### config.mk
export PLATFORM = sky130hd
export DESIGN_NAME = oam_dma
export DESIGN_NICKNAME = d
export VERILOG_FILES = /design/src/rtl/dma_pkg.sv /design/src/rtl/oam_dma.sv
export SDC_FILE = /design/constraint.sdc
export NUM_CORES = 1
export LEC_CHECK = 0
export CAP_MARGIN = 20
export CORE_UTILIZATION = 35
export CTS_BUF_LIST = sky130_fd_sc_hd__clkbuf_8 sky130_fd_sc_hd__clkbuf_16
export DETAILED_ROUTE_END_ITERATION = 16
export GPL_ROUTABILITY_DRIVEN = 0
export GPL_TIMING_DRIVEN = 0
export PLACE_DENSITY = 0.6
export SYNTH_ARGS = -nofsm -noshare
export SYNTH_HDL_FRONTEND = slang
export SYNTH_SLANG_ARGS = --single-unit
### constraint.sdc
create_clock -name clk -period 1.8 [get_ports clk]
set_clock_uncertainty 0.05 [all_clocks]
set_input_delay 0.27 -clock clk [delete_from_list [all_inputs] [get_ports clk]]
set_output_delay 0.27 -clock clk [all_outputs]
set_load 0.02 [all_outputs]
### src/rtl/dma_pkg.sv
// Shared constants, state encoding and page mapping for the OAM DMA engine.
package dma_pkg;

  localparam int unsigned OAM_BYTES = 160;
  localparam int unsigned OAM_WORDS = 80;

  localparam logic [7:0] ECHO_BASE   = 8'hE0;
  localparam logic [7:0] ECHO_OFFSET = 8'h20;

  typedef enum logic [1:0] {IDLE, DELAY, XFER, DRAIN} dma_state_t;

  // Pages in the echo window alias work RAM 0x20 pages lower.
  function automatic logic [7:0] map_page(input logic [7:0] page);
    return (page >= ECHO_BASE) ? page - ECHO_OFFSET : page;
  endfunction

endpackage

### src/rtl/oam_dma.sv
// Sprite-attribute DMA: streams a 160-byte source page into the 80x16 OAM,
// packing little-endian byte pairs into words.
module oam_dma
  import dma_pkg::*;
#(
  parameter int unsigned BYTES = OAM_BYTES,
  parameter int unsigned WORDS = OAM_WORDS
) (
  input  logic        clk,
  input  logic        reset,
  input  logic        ce,
  input  logic        start,
  input  logic [7:0]  src_page,
  output logic [15:0] src_addr,
  output logic        src_rd,
  input  logic [7:0]  src_data,
  output logic [6:0]  oam_addr,
  output logic [15:0] oam_d,
  output logic        oam_write,
  output logic        busy
);

  localparam logic [7:0] LAST_IDX = 8'(BYTES - 1);

  dma_state_t state;
  logic [7:0] page;
  logic [7:0] idx;
  logic [7:0] lo;
  logic       s1_v, s2_v;
  logic [7:0] s1_idx, s2_idx;

  logic done;
  logic abort;

  // The final drain tick completes normally even if a new start lands on it.
  assign done  = (state == DRAIN) && !s1_v;
  assign abort = start && (state != IDLE) && !done;

  always_ff @(posedge clk) begin
    if (reset) begin
      state     <= IDLE;
      page      <= '0;
      idx       <= '0;
      lo        <= '0;
      s1_v      <= 1'b0;
      s2_v      <= 1'b0;
      s1_idx    <= '0;
      s2_idx    <= '0;
      src_addr  <= '0;
      src_rd    <= 1'b0;
      oam_addr  <= '0;
      oam_d     <= '0;
      oam_write <= 1'b0;
      busy      <= 1'b0;
    end else begin
      oam_write <= 1'b0;
      if (ce) begin
        // Stage 2 holds the byte whose data is on src_data this tick.
        if (s2_v && !abort) begin
          if (!s2_idx[0]) begin
            lo <= src_data;
          end else if (s2_idx[7:1] < 7'(WORDS)) begin
            oam_addr  <= s2_idx[7:1];
            oam_d     <= {src_data, lo};
            oam_write <= 1'b1;
          end
        end

        if (start) begin
          page   <= map_page(src_page);
          idx    <= '0;
          s1_v   <= 1'b0;
          s2_v   <= 1'b0;
          lo     <= '0;
          src_rd <= 1'b0;
          busy   <= 1'b1;
          state  <= DELAY;
        end else begin
          s2_v   <= s1_v;
          s2_idx <= s1_idx;
          s1_v   <= 1'b0;
          unique case (state)
            IDLE: ;
            // Byte 0's read launches on the delay tick so byte n's read lands on T(n+1).
            DELAY, XFER: begin
              src_addr <= {page, idx};
              src_rd   <= 1'b1;
              s1_v     <= 1'b1;
              s1_idx   <= idx;
              idx      <= idx + 8'd1;
              state    <= (idx == LAST_IDX) ? DRAIN : XFER;
            end
            DRAIN: begin
              src_rd <= 1'b0;
              if (!s1_v) begin
                busy  <= 1'b0;
                state <= IDLE;
              end
            end
          endcase
        end
      end
    end
  end

endmodule
==> results of run 1 <==
==> report_power, final <==
group | switching (uW) | internal, uW
combinational | 140 | 93.7
clock | 605 | 762
sequential | 13.8 | 1740
==> logic make-up (layout without fill, tap and decap cells) <==
group,Yosys count,count (layout),share of synthesized area
AOI/OAI and AO/OA,68,68,0.135
adders and majority gates,4,4,0.0169
buffers and inverters,26,105,0.0393
DFF,78,78,0.528
muxes,24,24,0.0816
and+or+nand+nor,141,141,0.199
==> per-stage QoR <==
stage,instance area [sq um],setup TNS [ps],hold slack [ps],std cells
finish,3980,0,397,525
detailed placement,3690,-25570,395,506
floorplan,2960,0,356,341
global route,3980,-8.58,423,525
CTS,3910,0,405,522
global placement,3690,-25450,387,506
==> cells in the mapped netlist, types with 2 or more instances <==
master                     instances
sky130_fd_sc_hd__a21oi_1          45
sky130_fd_sc_hd__a22oi_1          10
sky130_fd_sc_hd__a31oi_1           2
sky130_fd_sc_hd__and2_1            2
sky130_fd_sc_hd__and3_1            2
sky130_fd_sc_hd__buf_2             3
sky130_fd_sc_hd__buf_6             2
sky130_fd_sc_hd__clkbuf_1         13
sky130_fd_sc_hd__dfxtp_1          78
sky130_fd_sc_hd__ha_1              4
sky130_fd_sc_hd__inv_1             6
sky130_fd_sc_hd__mux2i_1          23
sky130_fd_sc_hd__nand2_1          71
sky130_fd_sc_hd__nand3_1           8
sky130_fd_sc_hd__nand3b_1          2
sky130_fd_sc_hd__nand4_1           3
sky130_fd_sc_hd__nor2_1           44
sky130_fd_sc_hd__nor2b_1           5
sky130_fd_sc_hd__o21ai_0           4
sky130_fd_sc_hd__o21ai_1           2
==> layer usage <==
layer / part of all wire / vias to the layer above
met5: 0 / -
li1: - / 1303
met3: 0.031 / 11
met4: 0.016 / 0
met2: 0.45 / 52
met1: 0.50 / 1216
==> repair_timing <==
action / 4_1_cts / 5_1_grt
hold buffers: 0 / 0
gates cloned: 0 / 2
setup endpoints to repair: 47 / 51
pin swaps: 1 / 2
hold endpoints to repair: 0 / 0
gates resized for setup: 5 / 18
buffers inserted: 1 / 2
==> final cells by class <==
type	count	area [sq um]	area share
repair buffers	65	648	0.163
clock inverters	6	78.8	0.0198
well taps	105	131	0.0330
plain buffers	18	96.3	0.0242
clock buffers	9	124	0.0311
flip-flops and latches	78	1560	0.392
multi-input cells	237	1320	0.330
inverters	7	26.3	0.00660
==> how the worst max path moves through the flow <==
stage	from	end	slack, ps	depth (start not counted)
final	state[0]	oam_addr[3]	80	7
after global placement	start	oam_d[4]	-570	6
after CTS	state[0]	idx[2]	10	7
after floorplan	state[0]	oam_d[4]	80	6
after global routing	idx[0]	state[0]	-5	4
after detailed placement	start	oam_d[6]	-560	6
==> flip-flops by register name, indices dropped and copies added, names as in the netlist <==
| signal | cells |
|---|---|
| busy | 1 |
| src_rd | 1 |
| page | 8 |
| idx | 8 |
| state | 2 |
| lo | 8 |
| s2_idx | 8 |
| oam_addr | 7 |
| oam_d | 16 |
| oam_write | 1 |
| src_addr | 16 |
| s2_v | 1 |
| s1_v | 1 |
==> critical path: stages, from the launching register on <==
cell and delay (ps):
sky130_fd_sc_hd__dfxtp_2 340, sky130_fd_sc_hd__ha_2 210, sky130_fd_sc_hd__nor2b_4 150, sky130_fd_sc_hd__o311ai_4 270, sky130_fd_sc_hd__buf_6 160, sky130_fd_sc_hd__buf_4 160
sky130_fd_sc_hd__mux2i_1 190, sky130_fd_sc_hd__nor2_1 50
==> metrics.csv, run 1 <==
stage,metric,value,unit
timing,Max-Slew Margin vs Limit,0.535,
critical_path,kind of critical path,register to register,
timing,number of endpoints failing setup at the final stage,0,
timing,maximum frequency from static timing analysis,582,MHz
clocking,clock network latency to the later pin of the worst-skew pair,340,ps
synthesis,number of standard cells after synthesis,341,
synthesis,total number of yosys warnings,0,
global_route,most utilized layer in the global route result,met2,
final_layout,layout net count,440,
synthesis,cell taking the most area after synthesis,sky130_fd_sc_hd__dfxtp_1,
critical_path,nature of the critical path startpoint,register,
status,status,"complete, no violations",
routing,total vias in the final route,2582,
final_layout,most common library cell in the layout ignoring fill and taps,sky130_fd_sc_hd__dfxtp_1,
worst_hold_path,Worst Hold Depth,3,
global_route,Global Route Usage Sum,0.171,
synthesis,area of the mapped netlist,2960,sq um
global_route,number of antenna violations at the first check in global routing,0,
final_layout,number of antenna diodes,0,
critical_path,source of the worst register-to-register timing path,state[0],
routing,count of nets left with antenna violations after detail routing,0,
critical_path,"setup slack, reg-to-reg",80,ps
power,Design Power,3360,uW
routing,final routed wirelength across all metal layers,7110,um
routing,routed length per instance,13.5,um
final_layout,"leading cell types in the layout, fill and taps excluded","77 x sky130_fd_sc_hd__dfxtp_1, 71 x sky130_fd_sc_hd__nand2_1, 59 x sky130_fd_sc_hd__clkdlybuf4s50_1",
synthesis,commonest register cell after synthesis,sky130_fd_sc_hd__dfxtp_1,
power,Pwr Density,843,nW/um^2
synthesis,Synth area leaders,"sky130_fd_sc_hd__dfxtp_1 53%, sky130_fd_sc_hd__nand2_1 9.0%, sky130_fd_sc_hd__mux2i_1 7.8%",
synthesis,part of the Yosys area used for sequential elements,0.528,
synthesis,"Avg Cell Area, Syn",8.68,sq um
floorplan,die area,8830,sq um
final_layout,fraction of final layout cells with drive strength greater than 1,0.0857,
global_route,routing usage on met3,0.0332,
critical_path,CP max FO,5,
worst_hold_path,worst-case hold path end point,state[0],
placement,# port buffers,60,
synthesis,distinct cell type count after synthesis,32,
synthesis,Syn Nets,365,
timing,fraction of the cycle the final worst path needs,0.955,
routing,via density per instance,4.92,
clocking,CTS tree,yes,
critical_path,arrival time at the worst endpoint,1880,ps
placement,pre-CTS setup slack,-559,ps
floorplan,row count,33,
synthesis,"EDFF count, synth",0,
critical_path,Critical Path Sink Type,register,
final_layout,final core utilization,0.485,
global_route,met1 Usage GRT,0.230,
routing,First-pass DRT Iterations,5,
timing,final hold viol count,0,
global_route,number of global-route vias before repair,2371,
synthesis,proportion of register bits with asynchronous set or reset after synthesis,0,
clocking,clock buffers created by TritonCTS,9,
floorplan,effective utilization at floorplan,0.360,
global_route,wire length of the first global-routing pass,11700,um
power,static leakage,0.00159,uW
global_route,largest net degree at the start of global routing,13,
global_route,met2 Resource Use GR,0.266,
clocking,maximum buffer depth of the clock tree,2,
worst_hold_path,class of the tightest hold or removal check,input port to register,
global_route,GRT overflow,0,
synthesis,number of synthesized register bits,78,
routing,DRC errors left,0,
floorplan,placeable core area,8220,sq um
placement,Final HPWL DP,4930,um
clocking,Root Buffer Master,sky130_fd_sc_hd__clkbuf_8,
power,"IR drop worst, VDD",395,uV
clocking,H-tree lvl count,3,
critical_path,number of cell instances on the worst register-to-register path,7,
flow_run,number of maximum-capacitance constraint violations,0,
clocking,sinks on the clock net,78,
timing,clock period minus worst slack,1720,ps
worst_hold_path,hold path startpoint,start,
clocking,clock slew at the register clock pins of the worst setup and hold paths,80,ps
final_layout,layout overhead on the synthesized area,34.6,%
critical_path,terminus of the critical flop-to-flop path,oam_addr[3],
timing,number of pins exceeding their max-slew limit in the final report,0,
floorplan,Horiz. Die Dim,94.0,um
floorplan,die height,94.0,um
floorplan,total I/O pin count,62,
timing,PnR worst setup slack,80.4,ps
timing,worst-margin pin slew,693,ps
routing,initial DRC count,151,
critical_path,endpoint required time on the critical path,1960,ps
final_layout,fillcell total,820,
synthesis,fraction of post-synthesis cell area in the top cell type by area,0.528,
(Power assumes the default switching activity.)
==> run 2: changes to the inputs <==
Settings changed: CORE_ASPECT_RATIO set to 0.9, TNS_END_PERCENT set to 1.
==> metrics.csv, run 2 (synthesis results as in run 1) <==
stage,metric,value,unit,change
critical_path,combined buffer and inverter count along the critical path,1,,-1
global_route,met1 Usage GRT,0.215,,-0.0149
critical_path,number of cell instances on the worst register-to-register path,6,,-1
critical_path,nature of the critical path startpoint,register,,
timing,maximum frequency from static timing analysis,572,MHz,-1.6%
routing,First-pass DRT Iterations,4,,-1
floorplan,row count,31,,-6.1%
power,static leakage,0.00156,uW,-1.6%
final_layout,layout overhead on the synthesized area,32.5,%,
routing,count of nets left with antenna violations after detail routing,0,,unchanged
critical_path,slowest CP cell,sky130_fd_sc_hd__clkdlybuf4s50_1,,
critical_path,source of the worst register-to-register timing path,state[0],,
clocking,clock network latency to the later pin of the worst-skew pair,340,ps,about the same
global_route,largest net degree at the start of global routing,14,,+1
power,"IR drop worst, VDD",409,uV,+3.6%
power,Design Power,3260,uW,-3.1%
critical_path,cells along the critical path,clkdlybuf4s50_1,,
timing,Max-Slew Margin vs Limit,0.554,,+0.0186
global_route,GRT overflow,0,,unchanged
clocking,clock buffers created by TritonCTS,9,,unchanged
clocking,H-tree lvl count,3,,unchanged
routing,routed length per instance,13.4,um,-1.0%
timing,setup repair after global routing missed its margin,yes,,
placement,Final HPWL DP,4890,um,-0.69%
routing,final routed wirelength across all metal layers,6940,um,-2.3%
final_layout,"leading cell types in the layout, fill and taps excluded","78 x sky130_fd_sc_hd__dfxtp_1, 71 x sky130_fd_sc_hd__nand2_1, 59 x sky130_fd_sc_hd__clkdlybuf4s50_1",,
global_route,most utilized layer in the global route result,met2,,
timing,number of endpoints failing setup at the final stage,0,,unchanged
clocking,sinks on the clock net,78,,unchanged
clocking,clock slew at the register clock pins of the worst setup and hold paths,80,ps,about the same
worst_hold_path,worst-case hold path end point,state[0],,
clocking,maximum buffer depth of the clock tree,2,,unchanged
routing,total vias in the final route,2492,,-3.5%
routing,initial DRC count,113,,-25%
critical_path,critical path startpoint,src_addr[1],,
critical_path,CP max FO,3,,-2
critical_path,endpoint required time on the critical path,1480,ps,-480 ps
final_layout,layout net count,438,,-0.45%
timing,fraction of the cycle the final worst path needs,0.971,,+0.0153
final_layout,biggest registers after layout,"oam_d (16), src_addr (16)",,
floorplan,die height,89.2,um,-5.0%
global_route,routing usage on met3,0.0477,,+0.0145
timing,number of pins exceeding their max-slew limit in the final report,0,,unchanged
flow_run,number of maximum-capacitance constraint violations,0,,unchanged
floorplan,placeable core area,8110,sq um,-1.3%
critical_path,"setup slack, reg-to-reg",100,ps,+20 ps
worst_hold_path,class of the tightest hold or removal check,input port to register,,
global_route,number of antenna violations at the first check in global routing,0,,unchanged
timing,clock period minus worst slack,1750,ps,+27.5 ps
status,status,"complete, no violations",,
critical_path,CP max stage delay,650,ps,+310 ps
floorplan,total I/O pin count,62,,unchanged
clocking,# hold bufs at CTS,0,,unchanged
worst_hold_path,Worst Hold Depth,3,,unchanged
global_route,wire length of the first global-routing pass,10800,um,-7.3%
clocking,Root Buffer Master,sky130_fd_sc_hd__clkbuf_8,,
critical_path,Top delay family on crit path,buffers and inverters,,
floorplan,Horiz. Die Dim,98.9,um,+5.3%
final_layout,most common library cell in the layout ignoring fill and taps,sky130_fd_sc_hd__dfxtp_1,,
critical_path,terminus of the critical flop-to-flop path,oam_d[0],,
power,Pwr Density,830,nW/um^2,-1.5%
routing,via density per instance,4.81,,-2.2%
final_layout,fraction of final layout cells with drive strength greater than 1,0.0788,,-0.00696
global_route,met2 Resource Use GR,0.248,,-0.0185
global_route,number of global-route vias before repair,2171,,-8.4%
floorplan,die area,8830,sq um,about the same
worst_hold_path,hold path startpoint,start,,
final_layout,final core utilization,0.484,,-0.000979
timing,final hold viol count,0,,unchanged
critical_path,arrival time at the worst endpoint,1430,ps,-450 ps
critical_path,kind of critical path,register to primary output,,
timing,worst-margin pin slew,665,ps,-27.7 ps
routing,DRC errors left,0,,unchanged
global_route,Global Route Usage Sum,0.159,,-0.0117
floorplan,effective utilization at floorplan,0.365,,+0.00489
placement,# port buffers,60,,unchanged
clocking,CTS tree,yes,,
final_layout,number of antenna diodes,0,,unchanged
critical_path,Critical Path Sink Type,primary output,,
-- run 2: how the worst max path moves through the flow --
| stage | end | slack [ps] | depth (start not counted) |
|---|---|---|---|
| 6_report | src_addr[1] | 50 | 1 |
| 5_1_grt | idx[2] | -30 | 7 |
| 4_1_cts | idx[2] | 10 | 7 |
| 3_5_place_dp | oam_d[7] | -590 | 6 |
| 3_3_place_gp | oam_d[9] | -570 | 6 |
| 2_1_floorplan | oam_d[4] | 80 | 6 |
-- run 2: area by class of cell --
cell class                      instances  area (sq um)
Inverter                                7          26.3
Buffer                                 18          92.6
Clock buffer                            9           124
Fill cell                             829          4190
Tap cell                               99           124
Clock inverter                          7          67.6
Multi-Input combinational cell        237          1300
Timing Repair Buffer                   63           626
Sequential cell                        78          1560
-- run 2: per-stage QoR --
step	setup slack [ps]	instance area, sq um	TNS (ps)	std cells	hold WS (ps)
floorplan	78.2	2960	0	341	356
global placement	-570	3680	-25440	500	390
detailed placement	-595	3680	-26630	500	395
CTS	12.5	3890	0	517	394
global route	-25.9	3920	-77.3	518	395
finish	52.9	3920	0	518	398
-- run 2: power by group --
group / internal [uW] / leakage (uW) / switching (uW)
Clock: 633 / 0.000102 / 640
Sequential: 1740 / 0.000630 / 12.7
Combinational: 88.6 / 0.000828 / 138
Total: 2460 / 0.00156 / 791
-- run 2: what timing repair did --
item                       4_1_cts  5_1_grt
pin swaps                        1        1
gates cloned                     0        0
setup endpoints to repair       45       56
setup buffers                    1        2
resized for setup                4        8
-- run 2: layer usage --
| metal | share of wire | vias to the layer above |
|---|---|---|
| li1 | - | 1297 |
| met5 | 0 | - |
| met2 | 0.45 | 54 |
| met1 | 0.50 | 1137 |
| met4 | 0.0055 | 0 |
| met3 | 0.041 | 4 |
==> run 3: changes to the inputs <==
Clock period 1.8 ns to 1.47 ns, I/O delays scaled along.
==> metrics.csv, run 3 (synthesis results as in run 1) <==
stage,metric,value,unit,change
floorplan,placeable core area,8110,sq um,unchanged
critical_path,CP max FO,5,,+2
clocking,clock buffers created by TritonCTS,9,,unchanged
global_route,number of antenna violations at the first check in global routing,0,,unchanged
floorplan,total I/O pin count,62,,unchanged
power,Pwr Density,1050,nW/um^2,+27%
final_layout,"non-filler cells, final",523,,+0.97%
power,Design Power,4210,uW,+29%
clocking,clock slew at the register clock pins of the worst setup and hold paths,80,ps,about the same
timing,worst-margin pin slew,691,ps,+25.7 ps
status,status,"finished, violations left",,
final_layout,"leading cell types in the layout, fill and taps excluded","75 x sky130_fd_sc_hd__dfxtp_1, 71 x sky130_fd_sc_hd__nand2_1, 45 x sky130_fd_sc_hd__a21oi_1",,
floorplan,Horiz. Die Dim,98.9,um,unchanged
critical_path,Critical Path Sink Type,register,,
clocking,H-tree lvl count,3,,unchanged
final_layout,area of the multi-input gates,1330,sq um,+2.1%
final_layout,biggest registers after layout,"oam_d (16), src_addr (16)",,
critical_path,arrival time at the worst endpoint,1800,ps,+370 ps
clocking,# hold bufs at CTS,0,,unchanged
global_route,number of global-route vias before repair,2303,,+6.1%
power,static leakage,0.00181,uW,+16%
routing,final routed wirelength across all metal layers,7120,um,+2.5%
routing,DRC errors left,0,,unchanged
routing,highest routing layer actually used,met4,,
clocking,clock network latency to the later pin of the worst-skew pair,350,ps,about the same
global_route,wire length of the first global-routing pass,11500,um,+6.3%
worst_hold_path,class of the tightest hold or removal check,input port to register,,
routing,routed length per instance,13.6,um,+1.5%
timing,maximum frequency from static timing analysis,612,MHz,
clocking,CTS tree,yes,,
global_route,largest net degree at the start of global routing,14,,unchanged
routing,First-pass DRT Iterations,4,,unchanged
final_layout,fillcell total,796,,-4.0%
final_layout,number of antenna diodes,0,,unchanged
timing,fraction of the cycle the final worst path needs,1.11,,
critical_path,endpoint required time on the critical path,1640,ps,+160 ps
timing,number of endpoints failing setup at the final stage,32,,+32
routing,via density per instance,4.91,,+2.0%
status,violated checks,setup timing,,
floorplan,effective utilization at floorplan,0.365,,unchanged
placement,Final HPWL DP,4960,um,+1.3%
global_route,Global Route Usage Sum,0.172,,+0.0126
floorplan,row count,31,,unchanged
power,"IR drop worst, VDD",565,uV,+38%
critical_path,"setup slack, reg-to-reg",-170,ps,-270 ps
final_layout,final core utilization,0.494,,+0.0102
routing,initial DRC count,119,,+5.3%
global_route,GRT overflow,0,,unchanged
timing,PnR worst setup slack,-165,ps,-218 ps
timing,number of pins exceeding their max-slew limit in the final report,0,,unchanged
clocking,Root Buffer Master,sky130_fd_sc_hd__clkbuf_8,,
clocking,sinks on the clock net,78,,unchanged
routing,count of nets left with antenna violations after detail routing,0,,unchanged
timing,final hold viol count,0,,unchanged
final_layout,fraction of final layout cells with drive strength greater than 1,0.106,,+0.0274
timing,minimum hold slack,361,ps,-36.2 ps
final_layout,most common library cell in the layout ignoring fill and taps,sky130_fd_sc_hd__dfxtp_1,,
final_layout,layout net count,443,,+1.1%
placement,# port buffers,60,,unchanged
clocking,maximum buffer depth of the clock tree,2,,unchanged
final_layout,FF/Latch Area,1570,sq um,+0.40%
routing,sum of routed wire segments on met1,3410,um,-1.6%
floorplan,die area,8830,sq um,unchanged
routing,length of routed met2 wiring,3200,um,+1.5%
flow_run,number of maximum-capacitance constraint violations,0,,unchanged
timing,setup repair after global routing missed its margin,yes,,
routing,routed length on met3,425,um,+51%
placement,instance count after placement with tap cells included,500,,unchanged
routing,total vias in the final route,2567,,+3.0%
final_layout,layout overhead on the synthesized area,35.3,%,
timing,clock period minus worst slack,1640,ps,
timing,Max-Slew Margin vs Limit,0.536,,-0.0172
floorplan,die height,89.2,um,unchanged
critical_path,kind of critical path,register to register,,
critical_path,nature of the critical path startpoint,register,,
## run 3: cell count changes in the layout (fill, tap and decap cells not counted), moves of 2 or more
cell | before | now
sky130_fd_sc_hd__clkdlybuf4s50_1 | 59 | 16
sky130_fd_sc_hd__buf_2 | 3 | 1
sky130_fd_sc_hd__dlygate4sd2_1 | 0 | 44
sky130_fd_sc_hd__clkbuf_8 | 9 | 12
sky130_fd_sc_hd__buf_6 | 2 | 6
sky130_fd_sc_hd__buf_4 | 3 | 7
sky130_fd_sc_hd__clkbuf_2 | 2 | 0
sky130_fd_sc_hd__ha_2 | 2 | 0
sky130_fd_sc_hd__dfxtp_1 | 78 | 75
sky130_fd_sc_hd__dfxtp_2 | 0 | 2
sky130_fd_sc_hd__inv_1 | 8 | 5
sky130_fd_sc_hd__ha_4 | 0 | 2
sky130_fd_sc_hd__clkinv_4 | 2 | 0
## run 3: power breakdown
part / switching [uW] / internal (uW) / total [uW]
Combinational: 175 / 119 / 294
Clock: 765 / 995 / 1760
Sequential: 17.7 / 2140 / 2150
## run 3: metrics by stage
step	setup TNS, ps	area (sq um)	worst slack [ps]
after CTS	-3890	3990	-170
after detailed placement	-45350	3710	-831
after global routing	-7660	4000	-263
final	-3800	4000	-165
after global placement	-45590	3710	-843
after floorplan	-4620	2980	-181
## run 3: per-layer routing
layer	GRT usage	up-vias
met1	0.222	1183
met5	0	-
li1	-	1302
met3	0.0485	8
met4	0.0692	0
met2	0.275	74
## run 3: critical path, cell delays in order, from the launching register on
cell	delay, ps
sky130_fd_sc_hd__dfxtp_4	360
sky130_fd_sc_hd__ha_4	160
sky130_fd_sc_hd__nor2b_4	130
sky130_fd_sc_hd__o311ai_4	260
sky130_fd_sc_hd__buf_6	170
sky130_fd_sc_hd__buf_6	130
sky130_fd_sc_hd__mux2i_1	190
sky130_fd_sc_hd__nor2_1	60
## run 3: final timing paths
check | start | to | cells after the start
setup reg to reg | state[0] | oam_d[3] | 7
setup / recovery | state[0] | oam_d[3] | 7
hold / removal | src_page[2] | page[2] | 3
hold reg to reg | page[4] | src_addr[12] | 2
## run 3: layout make-up
cell class / count / area share
tap: 99 / 0.0309
buffer: 18 / 0.0287
clock buffer: 10 / 0.0344
clock inverter: 6 / 0.0212
multi-input combinational: 237 / 0.332
inverter: 7 / 0.00656
sequential: 78 / 0.392
timing repair buffer: 68 / 0.155
## run 3: what timing repair did
action | CTS | global route
gates cloned | 2 | 0
pin swaps | 6 | 0
setup endpoints to repair | 109 | 56
gates resized for setup | 69 | 3
buffers inserted | 5 | 1
==> RTL edit 1, RTL diff (settings of run 3) <==
The 4 states of `dma_state_t` get a Gray code encoding in 2 bits.
--- a/src/rtl/dma_pkg.sv
+++ b/src/rtl/dma_pkg.sv
@@ -8,5 +8,5 @@
   localparam logic [7:0] ECHO_OFFSET = 8'h20;
 
-  typedef enum logic [1:0] {IDLE, DELAY, XFER, DRAIN} dma_state_t;
+  typedef enum logic [1:0] {IDLE = 2'b00, DELAY = 2'b01, XFER = 2'b11, DRAIN = 2'b10} dma_state_t;
 
   // Pages in the echo window alias work RAM 0x20 pages lower.
Function: same outputs for any inputs over 4 cycles, from zero or initial values and one cycle with reset high; so few cycles prove little.
==> RTL edit 1 against run 3 <==
- routed wire length grew 5.3%
- largest power group unchanged
- critical path depth down 1
- clock power decreased by 11%
- setup slack improved by 0.18 ns
- total power fell by 6.6%
- cell area fell by 3.5%
- sequential cell count unchanged
- synthesized area shrank 0.59%
- die area is 0.58% lower
- non-clock buffer count is 1 lower
- global-route usage up 0.96 points
==> RTL edit 1: results (changes against run 3) <==
Total CTS buffers -> 9 (unchanged)
Nets -> 458 (+3.4%)
CP arrival -> 1.62 ns (-0.18 ns)
GRT Util Overall -> 0.1815 (+0.009603)
Iter 0 DRT Violations -> 142 (+19%)
GR Layer Usage met2 -> 0.2990 (+0.02434)
First-pass GRT wire length -> 12.14 mm (+5.6%)
Clock tree buffer depth -> 2 (unchanged)
Maximum VDD drop -> 461.4 uV (-18%)
Yosys Warn Count -> 0 (unchanged)
Status -> finished, final reports clean
TritonRoute pass-1 iters -> 4 (unchanged)
Wire per inst -> 13.90 um (+2.1%)
Clock latency at the later pin of the worst-skew pair -> 0.34 ns
Synth Net Count -> 385 (+5.5%)
Area of the multi-input gates -> 1280 sq um (-3.6%)
Dpl ws -> -0.4396 ns (+0.3911 ns)
N_diodes -> 0 (unchanged)
Pleak -> 0.001562 uW (-14%)
Synth top area cells -> dfxtp_1, nand2_1, a21oi_1
DP Wirelength -> 5.381 mm (+8.5%)
Initial antenna violation count -> 0 (unchanged)
M1 GR Usage -> 0.2359 (+0.01402)
Worst-path clk slew -> 0.07 ns
M3 GR Usage -> 0.04769 (-0.0007819)
Sequential area share after synthesis -> 0.5308 (+0.003142)
Share of cells above drive strength 1 -> 0.1023 (-0.003859)
Synth cell types -> 37 (+16%)
Vias in the first global route -> 2479 (+7.6%)
Crit-path max FO -> 10 (+5)
Hold Crit Class -> input pin to register
DR vias -> 2659 (+3.6%)
CTS Root Cell -> clkbuf_8
Biggest regs -> oam_d x16, src_addr x16
Pin count of the biggest net entering global routing -> 13 (-1)
Depth of the CTS H-tree -> 3 (unchanged)
Relative slew slack -> 0.5854 (+0.04895)
Fill cells -> 866 (+8.8%)
Top cells by count, synth -> nand2_1, dfxtp_1, a21oi_1, nor2_1
==> RTL edit 1: cells by family after synthesis <==
family          Yosys count  share of synthesized area
simple gates            162                     0.2335
fa+ha+maj                 2                   0.008506
flops                    78                     0.5308
buf+inv                  28                    0.04551
compound gates           93                     0.1816
==> RTL edit 1: path summary, 6_finish.rpt <==
kind	from	cells after the start	end	slack, ns
max	start	6	oam_d[6]$_SDFFE_PP0P_	0.01
min	reset	3	src_addr[7]$_SDFFE_PP0P_	0.35
min reg2reg	oam_addr[5]$_SDFFE_PP0P_	2	oam_addr[5]$_SDFFE_PP0P_	0.40
max reg2reg	s2_idx[5]$_SDFFE_PP0P_	5	oam_d[6]$_SDFFE_PP0P_	0.04
==> RTL edit 1: where the power goes <==
group	leakage [uW]	internal [uW]	switching [uW]
clock network	0.0000993	810	750
logic	0.000833	88.0	141
registers	0.000630	2130	12.3
==> RTL edit 1: metrics by stage <==
step | power [uW] | hold WS, ns | setup TNS [ns] | cells | instance area, sq um
after floorplan | 2301 | 0.3065 | 0 | 363 | 2942
after global placement | 2414 | 0.3902 | -24.05 | 522 | 3666
after detailed placement | 2417 | 0.3951 | -24.76 | 522 | 3666
after CTS | 3967 | 0.3371 | -0.01539 | 537 | 3827
after global routing | 4086 | 0.3640 | -0.3195 | 539 | 3865
final | 3931 | 0.3473 | 0 | 539 | 3865
==> RTL edit 1: layer usage <==
layer  up-vias  share of wire
met3         7          0.041
met5         -              0
met1      1236           0.49
met2        55           0.45
li1       1361              -
met4         0         0.0096
==> RTL edit 1: layout make-up <==
| class | count | area share |
|---|---|---|
| clock inverters | 5 | 0.01327 |
| inverters | 5 | 0.004856 |
| plain buffers | 23 | 0.03334 |
| clock buffers | 10 | 0.03561 |
| flip-flops and latches | 78 | 0.4043 |
| multi-input cells | 257 | 0.3312 |
| repair buffers | 62 | 0.1454 |
| well taps | 99 | 0.03205 |
==> RTL edit 1: repair_timing <==
| item | CTS | global route |
|---|---|---|
| resized for setup | 52 | 8 |
| endpoints found under the hold margin | 0 | 0 |
| pin swaps | 0 | 2 |
| setup endpoints to repair | 82 | 33 |
| setup buffers | 0 | 2 |
==> RTL edit 1: critical path, cell delays in order <==
cell and delay, ns:
clkdlybuf4s50_1 0.54, inv_1 0.16, o211a_1 0.33, buf_4 0.20, nand2_1 0.11, a21oi_1 0.07
==> RTL edit 2, RTL diff (settings of run 3) <==
Without the edit above. Reset style: asynchronous (`reset`), changed in one clocked block.
--- a/src/rtl/oam_dma.sv
+++ b/src/rtl/oam_dma.sv
@@ -37,5 +37,5 @@
   assign abort = start && (state != IDLE) && !done;
 
-  always_ff @(posedge clk) begin
+  always_ff @(posedge clk or posedge reset) begin
     if (reset) begin
       state     <= IDLE;
Function: differs if reset is asserted again (counterexample within 4 cycles, from zero or initial values and one cycle with reset high); with reset held inactive, the same outputs for 4 cycles.
==> RTL edit 2 against run 3 <==
- the flow still finishes with violations (negative setup slack)
- sequential share of layout area rose by 5.0 points
- count of clock-buffer cells in the layout fell by 1
- hold slack got worse by 0.15 ns
- via count fell by 11%
- setup slack got worse by 0.19 ns
- synthesized area rose by 9.0%
- sequential cell count did not move
- routed wire length fell by 5.6%
- die area rose by 8.8%
- cell area rose by 10%
- maximum frequency fell by 10%
- critical endpoint is now oam_d[0]$_DFFE_PP0P_
Power is not compared: it rests on default switching activity, and its combinational part moved more than twofold at a synthesized area within 25%.
==> RTL edit 2: results (changes against run 3) <==
Status -> finished, violations left
Violated checks -> negative setup slack
Slew @ Worst Pin -> 0.5071 ns (-0.1835 ns)
GRT Util Overall -> 0.1549 (-0.01704)
DP Cell Count -> 452 (-9.6%)
Endpoints failing setup -> 51 (+59%)
Share of cells above drive strength 1 -> 0.2191 (+0.1130)
CP arrival -> 2.00 ns (+0.20 ns)
M1 GR Usage -> 0.2035 (-0.01835)
GR Layer Usage met2 -> 0.2406 (-0.03408)
First-pass GRT wire length -> 11.16 mm (-2.9%)
Synth Net Count -> 294 (-19%)
Met3 routed WL -> 295 um (-31%)
Synth top area cells -> dfrtp_1, mux2_2, nand2_1
Nets -> 375 (-15%)
Post-Route M1 WL -> 3.138 mm (-8.1%)
Final worst slack -> -0.3513 ns (-0.1862 ns)
Slowest library cell on the worst path -> dfrtp_1
Dpl ws -> -0.7040 ns (+0.1267 ns)
WL final -> 6.717 mm (-5.6%)
DP Wirelength -> 4.620 mm (-6.9%)
Layout Cells excl Fill -> 475 (-9.2%)
Critical Path End -> oam_d[0]$_DFFE_PP0P_
Dpl cell area -> 4029 sq um (+8.7%)
Max incr delay on CP -> 0.42 ns (+0.06 ns)
Setup TNS -> -12.00 ns (-8.191 ns)
I/O Buffers -> 61 (+1.7%)
Met2 routed WL -> 3.174 mm (-0.87%)
Worst hold slack -> 0.2108 ns (-0.1506 ns)
Pin count of the biggest net entering global routing -> 33 (+19)
Start of the worst register-to-register path -> state[1]$_DFFE_PP0P_
Synth cell types -> 42 (+31%)
Pwr Total -> 6847 uW
Top cells by count, synth -> dfrtp_1, nand2_1, mux2_2, inv_1, o21ai_0
==> RTL edit 2: cells by family (layout without fill, tap and decap cells) <==
kind of cell             Yosys count  in the layout  synth area share
XOR/XNOR                           2              2          0.005432
adder cells (fa/ha/maj)            4              4           0.01552
buffers and inverters             29            115           0.03956
flip-flops                        78             78            0.6051
AO/OA/AOI/OAI                     46             46            0.1036
multiplexers                      37             37            0.1288
AND/OR/NAND/NOR                   74             74            0.1020
==> RTL edit 2: repair_timing <==
item                       CTS  global route
cloned                       2             0
pin swaps                    2             2
resized for setup           80            14
buffers inserted             5             0
setup endpoints to repair   98            57
==> RTL edit 2: area by class of cell <==
class | instances | area, sq um
fillers | 787 | 4345
flip-flops and latches | 78 | 1952
multi-input cells | 163 | 1251
repair buffers | 70 | 675.6
well taps | 119 | 148.9
clock buffers | 9 | 123.9
clock inverters | 7 | 105.1
plain buffers | 12 | 98.84
inverters | 17 | 67.56
